[config.mk]
export PLATFORM = sky130hd
export DESIGN_NAME = crc_frame_scheduler_flat
export DESIGN_NICKNAME = d
export VERILOG_FILES = /design/src/rtl/crc_frame_scheduler_if.sv /design/src/rtl/crc_frame_scheduler.sv /design/src/flat_wrapper.sv
export SDC_FILE = /design/constraint.sdc
export NUM_CORES = 1
export LEC_CHECK = 0
export CORE_UTILIZATION = 49
export DETAILED_ROUTE_END_ITERATION = 12
export HOLD_SLACK_MARGIN = 0.06
export PLACE_DENSITY = 0.78
export SLEW_MARGIN = 5
export SYNTH_ARGS = -nofsm -noshare
export SYNTH_HDL_FRONTEND = slang
export SYNTH_SLANG_ARGS = --single-unit
export TNS_END_PERCENT = 100
[constraint.sdc]
create_clock -name clk -period 1.9 [get_ports clk]
set_input_delay 0.19 -clock clk [delete_from_list [all_inputs] [get_ports clk]]
set_output_delay 0.19 -clock clk [all_outputs]
set_load 0.005 [all_outputs]
[src/rtl/crc_frame_scheduler_if.sv]
// Request/codeword bundle shared by crc_frame_scheduler and its environment.
// The scheduler side uses the slave modport; sources/sinks use master.
interface crc_frame_scheduler_if #(
  parameter int MSG_W = 10,
  parameter int CRC_W = 8
);
  logic [1:0]             req_valid;
  logic [MSG_W-1:0]       req_data0;
  logic [MSG_W-1:0]       req_data1;
  logic [1:0]             req_ready;
  logic                   out_valid;
  logic                   out_ready;
  logic [MSG_W+CRC_W-1:0] out_data;
  logic [CRC_W-1:0]       out_crc;
  logic                   out_src;
  logic                   busy;

  modport master (
    output req_valid, req_data0, req_data1, out_ready,
    input  req_ready, out_valid, out_data, out_crc, out_src, busy
  );

  modport slave (
    input  req_valid, req_data0, req_data1, out_ready,
    output req_ready, out_valid, out_data, out_crc, out_src, busy
  );
endinterface

[src/rtl/crc_frame_scheduler.sv]
// Time-shares one 2-bit-per-cycle CRC LFSR between two requesters using a
// round-robin arbiter, then presents {message, remainder} on a valid/ready port.
module crc_frame_scheduler #(
  parameter int               MSG_W = 10,
  parameter int               CRC_W = 8,
  parameter logic [CRC_W-1:0] POLY  = 8'h07,
  parameter logic [CRC_W-1:0] INIT  = 8'h00
) (
  input logic                   clk,
  input logic                   reset,
  crc_frame_scheduler_if.slave  bus
);

  localparam int CNT_W = (MSG_W / 2 > 1) ? $clog2(MSG_W / 2) : 1;
  localparam logic [CNT_W-1:0] LAST_CNT = CNT_W'(MSG_W / 2 - 1);

  typedef enum logic [1:0] {IDLE, SHIFT, HOLD} state_t;

  state_t                 state;
  logic [MSG_W-1:0]       msg_reg;
  logic [MSG_W-1:0]       shift_reg;
  logic [CRC_W-1:0]       lfsr;
  logic [CNT_W-1:0]       cnt;
  logic                   src;
  logic                   last_grant;
  logic                   busy_q;
  logic                   out_valid_q;
  logic [MSG_W+CRC_W-1:0] out_data_q;
  logic [CRC_W-1:0]       out_crc_q;
  logic                   out_src_q;

  logic [1:0]             grant;
  logic                   xfer;
  logic                   xfer_idx;
  logic [CRC_W-1:0]       lfsr_half;
  logic [CRC_W-1:0]       lfsr_next;

  function automatic logic [CRC_W-1:0] crc_step(input logic [CRC_W-1:0] r,
                                                input logic             b);
    logic fb;
    fb = r[CRC_W-1] ^ b;
    return (r << 1) ^ (fb ? POLY : '0);
  endfunction

  // Round-robin: under contention the requester that did not win last time goes first.
  always_comb begin
    grant = 2'b00;
    if (state == IDLE) begin
      case (bus.req_valid)
        2'b01:   grant = 2'b01;
        2'b10:   grant = 2'b10;
        2'b11:   grant = last_grant ? 2'b01 : 2'b10;
        default: grant = 2'b00;
      endcase
    end
  end

  assign xfer     = |(grant & bus.req_valid);
  assign xfer_idx = grant[1];

  // Two unfolded serial steps per clock, higher message bit first.
  always_comb begin
    lfsr_half = crc_step(lfsr, shift_reg[MSG_W-1]);
    lfsr_next = crc_step(lfsr_half, shift_reg[MSG_W-2]);
  end

  always_ff @(posedge clk or negedge reset) begin
    if (!reset) begin
      state       <= IDLE;
      msg_reg     <= '0;
      shift_reg   <= '0;
      lfsr        <= '0;
      cnt         <= '0;
      src         <= 1'b0;
      last_grant  <= 1'b1;
      busy_q      <= 1'b0;
      out_valid_q <= 1'b0;
      out_data_q  <= '0;
      out_crc_q   <= '0;
      out_src_q   <= 1'b0;
    end else begin
      case (state)
        IDLE: begin
          if (xfer) begin
            msg_reg    <= xfer_idx ? bus.req_data1 : bus.req_data0;
            shift_reg  <= xfer_idx ? bus.req_data1 : bus.req_data0;
            src        <= xfer_idx;
            last_grant <= xfer_idx;
            lfsr       <= INIT;
            cnt        <= '0;
            busy_q     <= 1'b1;
            state      <= SHIFT;
          end
        end
        SHIFT: begin
          lfsr      <= lfsr_next;
          shift_reg <= shift_reg << 2;
          cnt       <= cnt + CNT_W'(1);
          // The codeword is registered on the final step so it is stable for all of HOLD.
          if (cnt == LAST_CNT) begin
            out_valid_q <= 1'b1;
            out_crc_q   <= lfsr_next;
            out_data_q  <= {msg_reg, lfsr_next};
            out_src_q   <= src;
            state       <= HOLD;
          end
        end
        HOLD: begin
          if (bus.out_ready) begin
            out_valid_q <= 1'b0;
            busy_q      <= 1'b0;
            state       <= IDLE;
          end
        end
        default: state <= IDLE;
      endcase
    end
  end

  assign bus.req_ready = grant;
  assign bus.out_valid = out_valid_q;
  assign bus.out_data  = out_data_q;
  assign bus.out_crc   = out_crc_q;
  assign bus.out_src   = out_src_q;
  assign bus.busy      = busy_q;

endmodule

[src/flat_wrapper.sv]
// flat-port wrapper written by rule: the top's interface ports become plain ports
module crc_frame_scheduler_flat 
#(
  parameter int               MSG_W = 10,
  parameter int               CRC_W = 8,
  parameter logic [CRC_W-1:0] POLY  = 8'h07,
  parameter logic [CRC_W-1:0] INIT  = 8'h00
)
  (clk, reset, bus_req_valid, bus_req_data0, bus_req_data1, bus_out_ready, bus_req_ready, bus_out_valid, bus_out_data, bus_out_crc, bus_out_src, bus_busy);
  crc_frame_scheduler_if #(.MSG_W(MSG_W), .CRC_W(CRC_W)) bus_i ();
  input logic clk;
  input logic reset;
  input wire logic [$bits(bus_i.req_valid)-1:0] bus_req_valid;
  input wire logic [$bits(bus_i.req_data0)-1:0] bus_req_data0;
  input wire logic [$bits(bus_i.req_data1)-1:0] bus_req_data1;
  input wire logic [$bits(bus_i.out_ready)-1:0] bus_out_ready;
  output wire logic [$bits(bus_i.req_ready)-1:0] bus_req_ready;
  output wire logic [$bits(bus_i.out_valid)-1:0] bus_out_valid;
  output wire logic [$bits(bus_i.out_data)-1:0] bus_out_data;
  output wire logic [$bits(bus_i.out_crc)-1:0] bus_out_crc;
  output wire logic [$bits(bus_i.out_src)-1:0] bus_out_src;
  output wire logic [$bits(bus_i.busy)-1:0] bus_busy;
  assign bus_i.req_valid = bus_req_valid;
  assign bus_i.req_data0 = bus_req_data0;
  assign bus_i.req_data1 = bus_req_data1;
  assign bus_i.out_ready = bus_out_ready;
  assign bus_req_ready = bus_i.req_ready;
  assign bus_out_valid = bus_i.out_valid;
  assign bus_out_data = bus_i.out_data;
  assign bus_out_crc = bus_i.out_crc;
  assign bus_out_src = bus_i.out_src;
  assign bus_busy = bus_i.busy;
  crc_frame_scheduler #(.MSG_W(MSG_W), .CRC_W(CRC_W), .POLY(POLY), .INIT(INIT)) u_core (.clk(clk), .reset(reset), .bus(bus_i));
endmodule
==> impl_metrics.env, run 1 <==
export IMPL_synth_top_flop_cell="dfrtp_1"
export IMPL_fin_skew_ps=6.00
export IMPL_status="finished clean"
export IMPL_clk_pin_slew_ps=90
export IMPL_drive_above_1_share=0.149
export IMPL_seqPwrFrac=0.429
export IMPL_clock_latency_ps=300
export IMPL_cts_sinks=56
export IMPL_pwr_share_comb=0.442
export IMPL_place_inst=331
export IMPL_syn_num_nets=247
export IMPL_htreeDepth=2
export IMPL_cts_root_buf="clkbuf_8"
export IMPL_p_sw_frac=0.346
export IMPL_drtIter0Drc=120
export IMPL_ios=56
export IMPL_netlist_instances=220
export IMPL_num_rows=25
export IMPL_cts_max_path_buffers=2
export IMPL_antenna_cells=0
export IMPL_drt_wirelength_per_cell_um=12.9
export IMPL_yosys_area_top_type_share=0.567
export IMPL_syn_avg_cell_area_um2=11.0
export IMPL_wirelength_um=4420
export IMPL_max_slew_margin=0.734
export IMPL_die_w_um=72.4
export IMPL_asyncSetResetFlopFracSynth=1.00
export IMPL_grt_max_degree=46
export IMPL_critPathKind="flop to flop"
export IMPL_slew_violations=0
export IMPL_switchingPower_uw=1690
export IMPL_netlist_area_um2=2430
export IMPL_startpoint="u_core.state[1]"
export IMPL_cellInternalPower_uw=3190
export IMPL_drcViolationCount=0
export IMPL_totalNegativeSetupSlack_ps=0
export IMPL_num_vias=1725
export IMPL_rsz0062_at_grt="no"
export IMPL_synth_seq_area_share=0.578
export IMPL_path_max_fanout=27
export IMPL_grt_pass1_wl_um=7490
export IMPL_synth_edff_count=0
export IMPL_utilization=0.664
export IMPL_num_nets_final=302
export IMPL_routed_via_density=5.03
export IMPL_crit_required_ps=2100
export IMPL_cp_endpoint="u_core.bus.out_crc[4]"
export IMPL_yosys_area_top_type="dfrtp_1"
export IMPL_largest_reg_flops=11
export IMPL_drv_cap=0
export IMPL_ys_warn_count=0
export IMPL_layout_common_cells="dfrtp_1 (53), clkdlybuf4s50_1 (52), nand2_1 (40)"
export IMPL_startpoint_type="flop"
export IMPL_place_gp_congestion=0.727
export IMPL_dieArea_um2=5240
export IMPL_port_buffer_count=55
export IMPL_synth_area_leaders="dfrtp_1 (57%), nand2_1 (6.2%), o21ai_0 (5.6%)"
export IMPL_area_growth_pct=30.1
export IMPL_rr_startpoint="u_core.state[1]"
export IMPL_core_um2=4750
export IMPL_cts_tree="built"
export IMPL_r2r_cells=3
export IMPL_ys_types=31
export IMPL_cp_arrival_ps=1770
export IMPL_ant_nets=0
export IMPL_cts_buffers_inserted=5
export IMPL_vdd_ir_drop_worst_mv=0.828
export IMPL_yosys_register_bits=56
export IMPL_p_per_area_nw_per_um2=1540
export IMPL_whs_ps=186
export IMPL_die_y_um=72.4
export IMPL_grt_pass1_vias=1574
export IMPL_hold_viol_final=0
export IMPL_groute_usage_overall=0.188
export IMPL_antenna_found_initial=0
export IMPL_grt_overflow_total=0
export IMPL_setup_violations=0
export IMPL_min_delay_path_class="input port to async pin"
export IMPL_power_frac_clock=0.129
export IMPL_layout_commonest_cell="dfrtp_1"
export IMPL_p_leak_uw=0.00145
export IMPL_final_cells=343
export IMPL_drt_first_pass_iters=7
export IMPL_r2r_end="u_core.bus.out_crc[4]"
export IMPL_fin_crit_ps=1570
export IMPL_regToRegSetupSlack_ps=330
export IMPL_dpl_hpwl_um=3060
export IMPL_initial_core_util=0.511
export IMPL_worst_slew_pin_slew_ps=397
export IMPL_post_route_period_util=0.826
export IMPL_endpoint_kind="flop"
export IMPL_fmax_ghz=0.637
==> cell usage after synthesis (all sizes together) (2+ instances only) <==
master and instances:
inv 4, xnor2 2, dfrtp 55, o21ai 28, nand3 15, nand2 41
a21oi 4, mux2 13, nor2 3, nand2b 3, buf 15, o211ai 8
xor2 4, clkbuf 5, ha 2, mux2i 9
==> final cells by class <==
type,instances,area [um2]
Timing Repair Buffer,68,651
Tap cell,67,83.8
Clock buffer,7,76.3
Clock inverter,1,8.76
Fill cell,383,1600
Inverter,4,15.0
Multi-Input combinational cell,140,917
Sequential cell,56,1410
==> routing by layer <==
metal | track usage | share of wire | vias up | routed length, um
met3 | 0.0417 | 0.027 | 4 | 119
met2 | 0.296 | 0.48 | 41 | 2110
met1 | 0.258 | 0.48 | 827 | 2130
met5 | 0 | 0 | - | 0
li1 | - | - | 853 | -
met4 | 0.0654 | 0.012 | 0 | 53
==> stage by stage <==
stage	setup WS, ps	total power (uW)	instance area, um2
detailed placement	93.2	4200	3010
CTS	-44.2	4870	3120
floorplan	524	3380	2430
finish	330	4880	3160
global placement	109	4120	3010
global route	241	5270	3160
==> repair_timing <==
item / in CTS / in global routing
hold endpoints to repair: 55 / 0
setup buffers: 1 / 3
resized for setup: 4 / 5
hold buffers: 1 / 0
setup endpoints to repair: 2 / 2
pin swaps: 0 / 1
==> power by group through the flow <==
stage | Sequential, uW | Combinational [uW] | Clock [uW]
final | 2090 | 2160 | 628
after global routing | 2160 | 2400 | 701
after CTS | 2090 | 2130 | 641
after detailed placement | 2110 | 2100 | 0
after global placement | 2080 | 2040 | 0
after floorplan | 2060 | 1330 | 0
==> cell families after synthesis <==
logic type,after synthesis,share of synthesized area
AOI/OAI and AO/OA,45,0.106
xor gates and xnor gates,6,0.0216
adders and majority gates,2,0.0103
buffers and inverters,24,0.0567
DFF,56,0.578
muxes,22,0.107
and+or+nand+nor,65,0.121
==> critical path, stage by stage (launching register included) <==
cell	delay [ps]
dfrtp_2	470
nor2b_1	240
nand3_4	340
mux2_4	400
==> how the worst min path moves through the flow <==
stage	start	to	slack [ps]	cells after the start
after floorplan	reset	u_core.bus.busy	-110	0
after global placement	reset	u_core.bus.out_data[17]	-20	1
after detailed placement	reset	u_core.bus.out_data[17]	-20	1
after CTS	reset	u_core.bus.out_data[17]	180	2
after global routing	reset	u_core.bus.out_data[17]	190	2
final	reset	u_core.bus.out_data[17]	190	2
No activity file was read; power rests on OpenSTA's default activity.
==> run 2, diff against run 1 <==
clock period = 1.45 ns   (was 1.9 ns; I/O delays follow)
==> run 2 against run 1 <==
  * The run now ends with negative setup slack left
  * Clock skew is 5.2 ps higher
  * Cell area is 8.0% higher
  * Final cell count is 4.7% higher
  * Utilization is 5.3 points higher
  * Global-route usage is 1.8 points higher
  * Combinational power is 57% higher
  * Setup slack worse by 390 ps
  * Sequential cell count stayed put
  * First-iteration DRC count is 2.5% lower
  * Highest routed layer unchanged
==> impl_metrics.env, run 2 (same netlist as run 1, synthesis figures left out) <==
export IMPL_cts_sinks=56
export IMPL_status="finished, violations left"
export IMPL_cts_buffers_inserted=5
export IMPL_htreeDepth=2
export IMPL_startpoint_type="flop"
export IMPL_wirelength_um=5170
export IMPL_num_rows=25
export IMPL_port_buffer_count=55
export IMPL_drv_cap=0
export IMPL_clk_pin_slew_ps=100
export IMPL_cts_tree="built"
export IMPL_num_vias=1825
export IMPL_dpl_hpwl_um=3400
export IMPL_drt_first_pass_iters=4
export IMPL_routed_via_density=5.08
export IMPL_p_leak_uw=0.00154
export IMPL_die_w_um=72.4
export IMPL_drtIter0Drc=117
export IMPL_cp_slowest_stage_delay_ps=540
export IMPL_layout_commonest_cell="dfrtp_1"
export IMPL_slew_violations=0
export IMPL_setup_violations=3
export IMPL_crit_required_ps=1310
export IMPL_drcViolationCount=0
export IMPL_place_gp_congestion=0.732
export IMPL_post_route_period_util=1.04
export IMPL_fin_skew_ps=11.2
export IMPL_critPathKind="flop to output pin"
export IMPL_preCtsSetupSlack_ps=-297
export IMPL_dieArea_um2=5240
export IMPL_cts_root_buf="clkbuf_8"
export IMPL_fmax_ghz=0.661
export IMPL_utilization=0.717
export IMPL_p_per_area_nw_per_um2=2040
export IMPL_place_area_um2=3130
export IMPL_crit_chain="nand2b_4 > nand2_4 > nor3_4 > buf_2"
export IMPL_endpoint_kind="output pin"
export IMPL_drt_wirelength_per_cell_um=14.4
export IMPL_die_y_um=72.4
export IMPL_max_slew_margin=0.716
export IMPL_hold_viol_final=0
export IMPL_ios=56
export IMPL_power_uw=6940
export IMPL_whs_ps=294
export IMPL_fin_crit_ps=1510
export IMPL_layout_common_cells="dfrtp_1 (54), clkdlybuf4s50_1 (52), nand2_1 (40)"
export IMPL_path_max_fanout=2
export IMPL_violations="negative setup slack"
export IMPL_ant_nets=0
export IMPL_vdd_ir_drop_worst_mv=1.20
export IMPL_grt_overflow_total=0
export IMPL_layout_setup_ws_ps=-62.6
export IMPL_grt_max_degree=46
export IMPL_final_area_um2=3410
export IMPL_core_um2=4750
export IMPL_grt_pass1_vias=1694
export IMPL_nFillCells=354
export IMPL_initial_core_util=0.511
export IMPL_rsz0062_at_grt="yes"
export IMPL_antenna_cells=0
export IMPL_min_delay_path_class="input port to async pin"
export IMPL_largest_reg_flops=11
export IMPL_num_nets_final=318
export IMPL_cts_max_path_buffers=2
export IMPL_worst_slew_pin_slew_ps=426
export IMPL_antenna_found_initial=0
export IMPL_cp_arrival_ps=1370
export IMPL_grt_pass1_wl_um=8000
export IMPL_clock_latency_ps=310
export IMPL_groute_usage_overall=0.206
export IMPL_area_growth_pct=40.4
export IMPL_crit_slowest_cell="dfstp_2"
export IMPL_drive_above_1_share=0.226
run 2: cell count changes in the layout (fill, tap and decap cells not counted), moves of 3 or more:
cell / delta
mux2i_1: -5
buf_12: +3
buf_4: +9
mux2i_4: +3
run 2: worst paths after layout:
| check | to | start | slack, ps | cells past startpoint |
|---|---|---|---|---|
| worst max-delay path | bus_req_ready[0] | u_core.last_grant | -60 | 4 |
| worst min-delay path | u_core.shift_reg[0] | reset | 290 | 2 |
| worst max register to register | u_core.shift_reg[9] | u_core.last_grant | 0 | 5 |
| worst min register to register | u_core.bus.out_src | u_core.bus.out_src | 490 | 2 |
| max in group asynchronous | u_core.last_grant | reset | 550 | 3 |
| min in group clk | u_core.bus.out_src | u_core.bus.out_src | 490 | 2 |
run 2: metrics by stage:
stage,TNS (ps),cells
CTS,-190,355
global route,-752,359
global placement,-1910,343
detailed placement,-2730,343
finish,-68.3,359
floorplan,0,220
run 2: cell type report:
class | count | area [um2] | area share
Sequential cell | 56 | 1400 | 0.412
Inverter | 4 | 15.0 | 0.00441
Clock inverter | 1 | 8.76 | 0.00257
Timing Repair Buffer | 84 | 836 | 0.245
Tap cell | 67 | 83.8 | 0.0246
Multi-Input combinational cell | 140 | 985 | 0.289
Clock buffer | 7 | 76.3 | 0.0224
run 2: timing repair:
action	CTS	global route
gates resized for setup	17	14
pin swaps	2	2
endpoints found under the setup margin	6	30
hold buffers	1	0
hold endpoints to repair	13	0
setup buffers	4	2
cloned	0	2
run 2: routing by layer:
| metal | wire (um) | vias up | GRT usage |
|---|---|---|---|
| met4 | 99 | 0 | 0.0915 |
| met1 | 2230 | 870 | 0.273 |
| li1 | - | 892 | - |
| met3 | 215 | 9 | 0.0333 |
| met5 | 0 | - | 0 |
| met2 | 2630 | 54 | 0.336 |
run 2: where the power goes:
part	leakage [uW]	internal [uW]	switching, uW
combinational	0.000807	1900	1500
sequential	0.000689	2300	426
clock	0.0000424	346	478
total	0.00154	4540	2400
run 2: worst max-delay path: cells and delay by family (launching register included):
kind	cells	cell delay, ps
buffers and inverters	1	150
flip-flops	1	540
AND/OR/NAND/NOR	3	370
==> run 3, diff against run 2 <==
CELL_PAD_IN_SITES_DETAIL_PLACEMENT = 0   (was unset)
CELL_PAD_IN_SITES_GLOBAL_PLACEMENT = 2   (was unset)
CORE_UTILIZATION = 31   (was 49)
CTS_CLUSTER_DIAMETER = 200   (was unset)
PLACE_DENSITY = unset   (was 0.78)
PLACE_DENSITY_LB_ADDON = 0.1   (was unset)
==> run 3 against run 2 <==
  * The run still ends with negative setup slack left
  * Non-clock buffer count did not move
  * Via count shrank 2.7%
  * Sequential share of layout area fell by 0.95 points
  * Die area grew 56%
  * Count of clock-buffer cells in the layout shrank 1
  * Utilization fell by 25 points
  * Clock skew decreased by 5.0 ps
  * Critical endpoint unchanged
  * Largest power group unchanged
==> impl_metrics.env, run 3 (same netlist as run 1, synthesis figures left out) <==
export IMPL_grt_pass1_wl_um=9070
export IMPL_endpoint_kind="output pin"
export IMPL_antenna_found_initial=0
export IMPL_layout_setup_ws_ps=-48.8
export IMPL_setup_violations=5
export IMPL_final_cells=391
export IMPL_nFillCells=695
export IMPL_crit_required_ps=1310
export IMPL_fin_skew_ps=6.18
export IMPL_power_uw=7070
export IMPL_rsz0062_at_grt="yes"
export IMPL_cp_arrival_ps=1350
export IMPL_htreeDepth=2
export IMPL_layout_commonest_cell="dfrtp_1"
export IMPL_cts_root_buf="clkbuf_8"
export IMPL_ff_latch_area_um2=1400
export IMPL_p_per_area_nw_per_um2=2030
export IMPL_drtIter0Drc=95
export IMPL_startpoint="u_core.last_grant"
export IMPL_drt_first_pass_iters=4
export IMPL_die_w_um=90.5
export IMPL_dieArea_um2=8190
export IMPL_core_um2=7410
export IMPL_worst_slew_pin_slew_ps=349
export IMPL_drive_above_1_share=0.243
export IMPL_path_max_fanout=3
export IMPL_place_gp_congestion=0.694
export IMPL_antenna_cells=0
export IMPL_cts_buffers_inserted=5
export IMPL_max_slew_margin=0.767
export IMPL_slew_violations=0
export IMPL_ant_nets=0
export IMPL_dpl_hpwl_um=3660
export IMPL_preCtsSetupSlack_ps=-325
export IMPL_clock_latency_ps=300
export IMPL_die_y_um=90.5
export IMPL_ios=56
export IMPL_initial_core_util=0.328
export IMPL_startpoint_type="flop"
export IMPL_post_route_period_util=1.03
export IMPL_groute_usage_overall=0.139
export IMPL_r2r_end="u_core.shift_reg[9]"
export IMPL_cts_max_path_buffers=2
export IMPL_cts_sinks=56
export IMPL_rr_startpoint="u_core.last_grant"
export IMPL_wirelength_um=5150
export IMPL_num_nets_final=318
export IMPL_regToRegSetupSlack_ps=-20
export IMPL_port_buffer_count=55
export IMPL_min_delay_path_class="input port to async pin"
export IMPL_grt_overflow_total=0
export IMPL_num_rows=31
export IMPL_place_inst=378
export IMPL_cp_endpoint="bus_req_ready[0]"
export IMPL_drv_cap=0
export IMPL_area_growth_pct=43.7
export IMPL_clk_pin_slew_ps=100
export IMPL_routed_via_density=4.54
export IMPL_fin_crit_ps=1500
export IMPL_multi_input_area_um2=1030
export IMPL_critPathKind="flop to output pin"
export IMPL_num_vias=1776
export IMPL_hold_viol_final=0
export IMPL_place_area_um2=3190
export IMPL_r2r_cells=5
export IMPL_fmax_ghz=0.667
export IMPL_cts_tree="built"
export IMPL_layout_common_cells="dfrtp_1 (54), clkdlybuf4s50_1 (52), nand2_1 (40)"
export IMPL_drcViolationCount=0
export IMPL_violations="negative setup slack"
export IMPL_final_area_um2=3490
export IMPL_p_leak_uw=0.00153
export IMPL_grt_max_degree=24
export IMPL_vdd_ir_drop_worst_mv=0.668
export IMPL_grt_pass1_vias=1780
export IMPL_status="finished, violations left"
export IMPL_largest_reg_flops=11
export IMPL_drt_wirelength_per_cell_um=13.2
run 3: cell types whose count changed in the layout (fill, tap and decap cells not counted), moves of 2 or more:
cell	delta
mux2i_1	-4
mux2i_4	+4
buf_6	+2
clkbuf_16	-2
run 3: how the worst min path moves through the flow:
stage	end	slack [ps]	cells after the start
6_report	u_core.msg_reg[3]	290	2
5_1_grt	u_core.bus.out_crc[5]	310	2
4_1_cts	u_core.lfsr[2]	280	2
3_5_place_dp	u_core.lfsr[2]	70	1
3_3_place_gp	u_core.lfsr[2]	70	1
2_1_floorplan	u_core.bus.busy	-150	0
run 3: worst max-delay path, cell delays in order (launching register included):
cell and delay (ps):
dfstp_2 550, nand2b_4 140, nand2_4 60, nor3_4 150, buf_2 150
run 3: timing repair:
action,4_1_cts,5_1_grt
pin swaps,3,3
gates resized for setup,19,25
hold buffers,1,0
gates cloned,0,0
hold endpoints to repair,46,0
buffers inserted,3,1
setup endpoints to repair,31,39
run 3: where the power goes:
part / total (uW) / internal (uW) / switching, uW / leakage [uW]
sequential: 2710 / 2300 / 412 / 0.000689
clock: 1010 / 514 / 495 / 0.0000552
combinational: 3360 / 1910 / 1450 / 0.000782
total: 7070 / 4720 / 2360 / 0.00153
run 3: layout make-up:
cell class | count | share of cell area
well taps | 99 | 0.0355
multi-input cells | 140 | 0.297
repair buffers | 84 | 0.230
inverters | 4 | 0.00430
flip-flops and latches | 56 | 0.402
clock inverters | 2 | 0.0100
clock buffers | 6 | 0.0208
run 3: routing by layer:
metal | routed length, um | GRT usage
met1 | 2610 | 0.202
met2 | 2320 | 0.209
met3 | 176 | 0.0295
met4 | 46 | 0.0363
met5 | 0 | 0
run 3: stage by stage:
step | hold WS, ps | utilization | setup TNS, ps
6_report | 286 | 0.471 | -118
5_1_grt | 306 | 0.471 | -1460
4_1_cts | 280 | 0.455 | -124
3_5_place_dp | 73.7 | 0.431 | -4800
3_3_place_gp | 73.7 | 0.431 | -4230
2_1_floorplan | -151 | - | 0
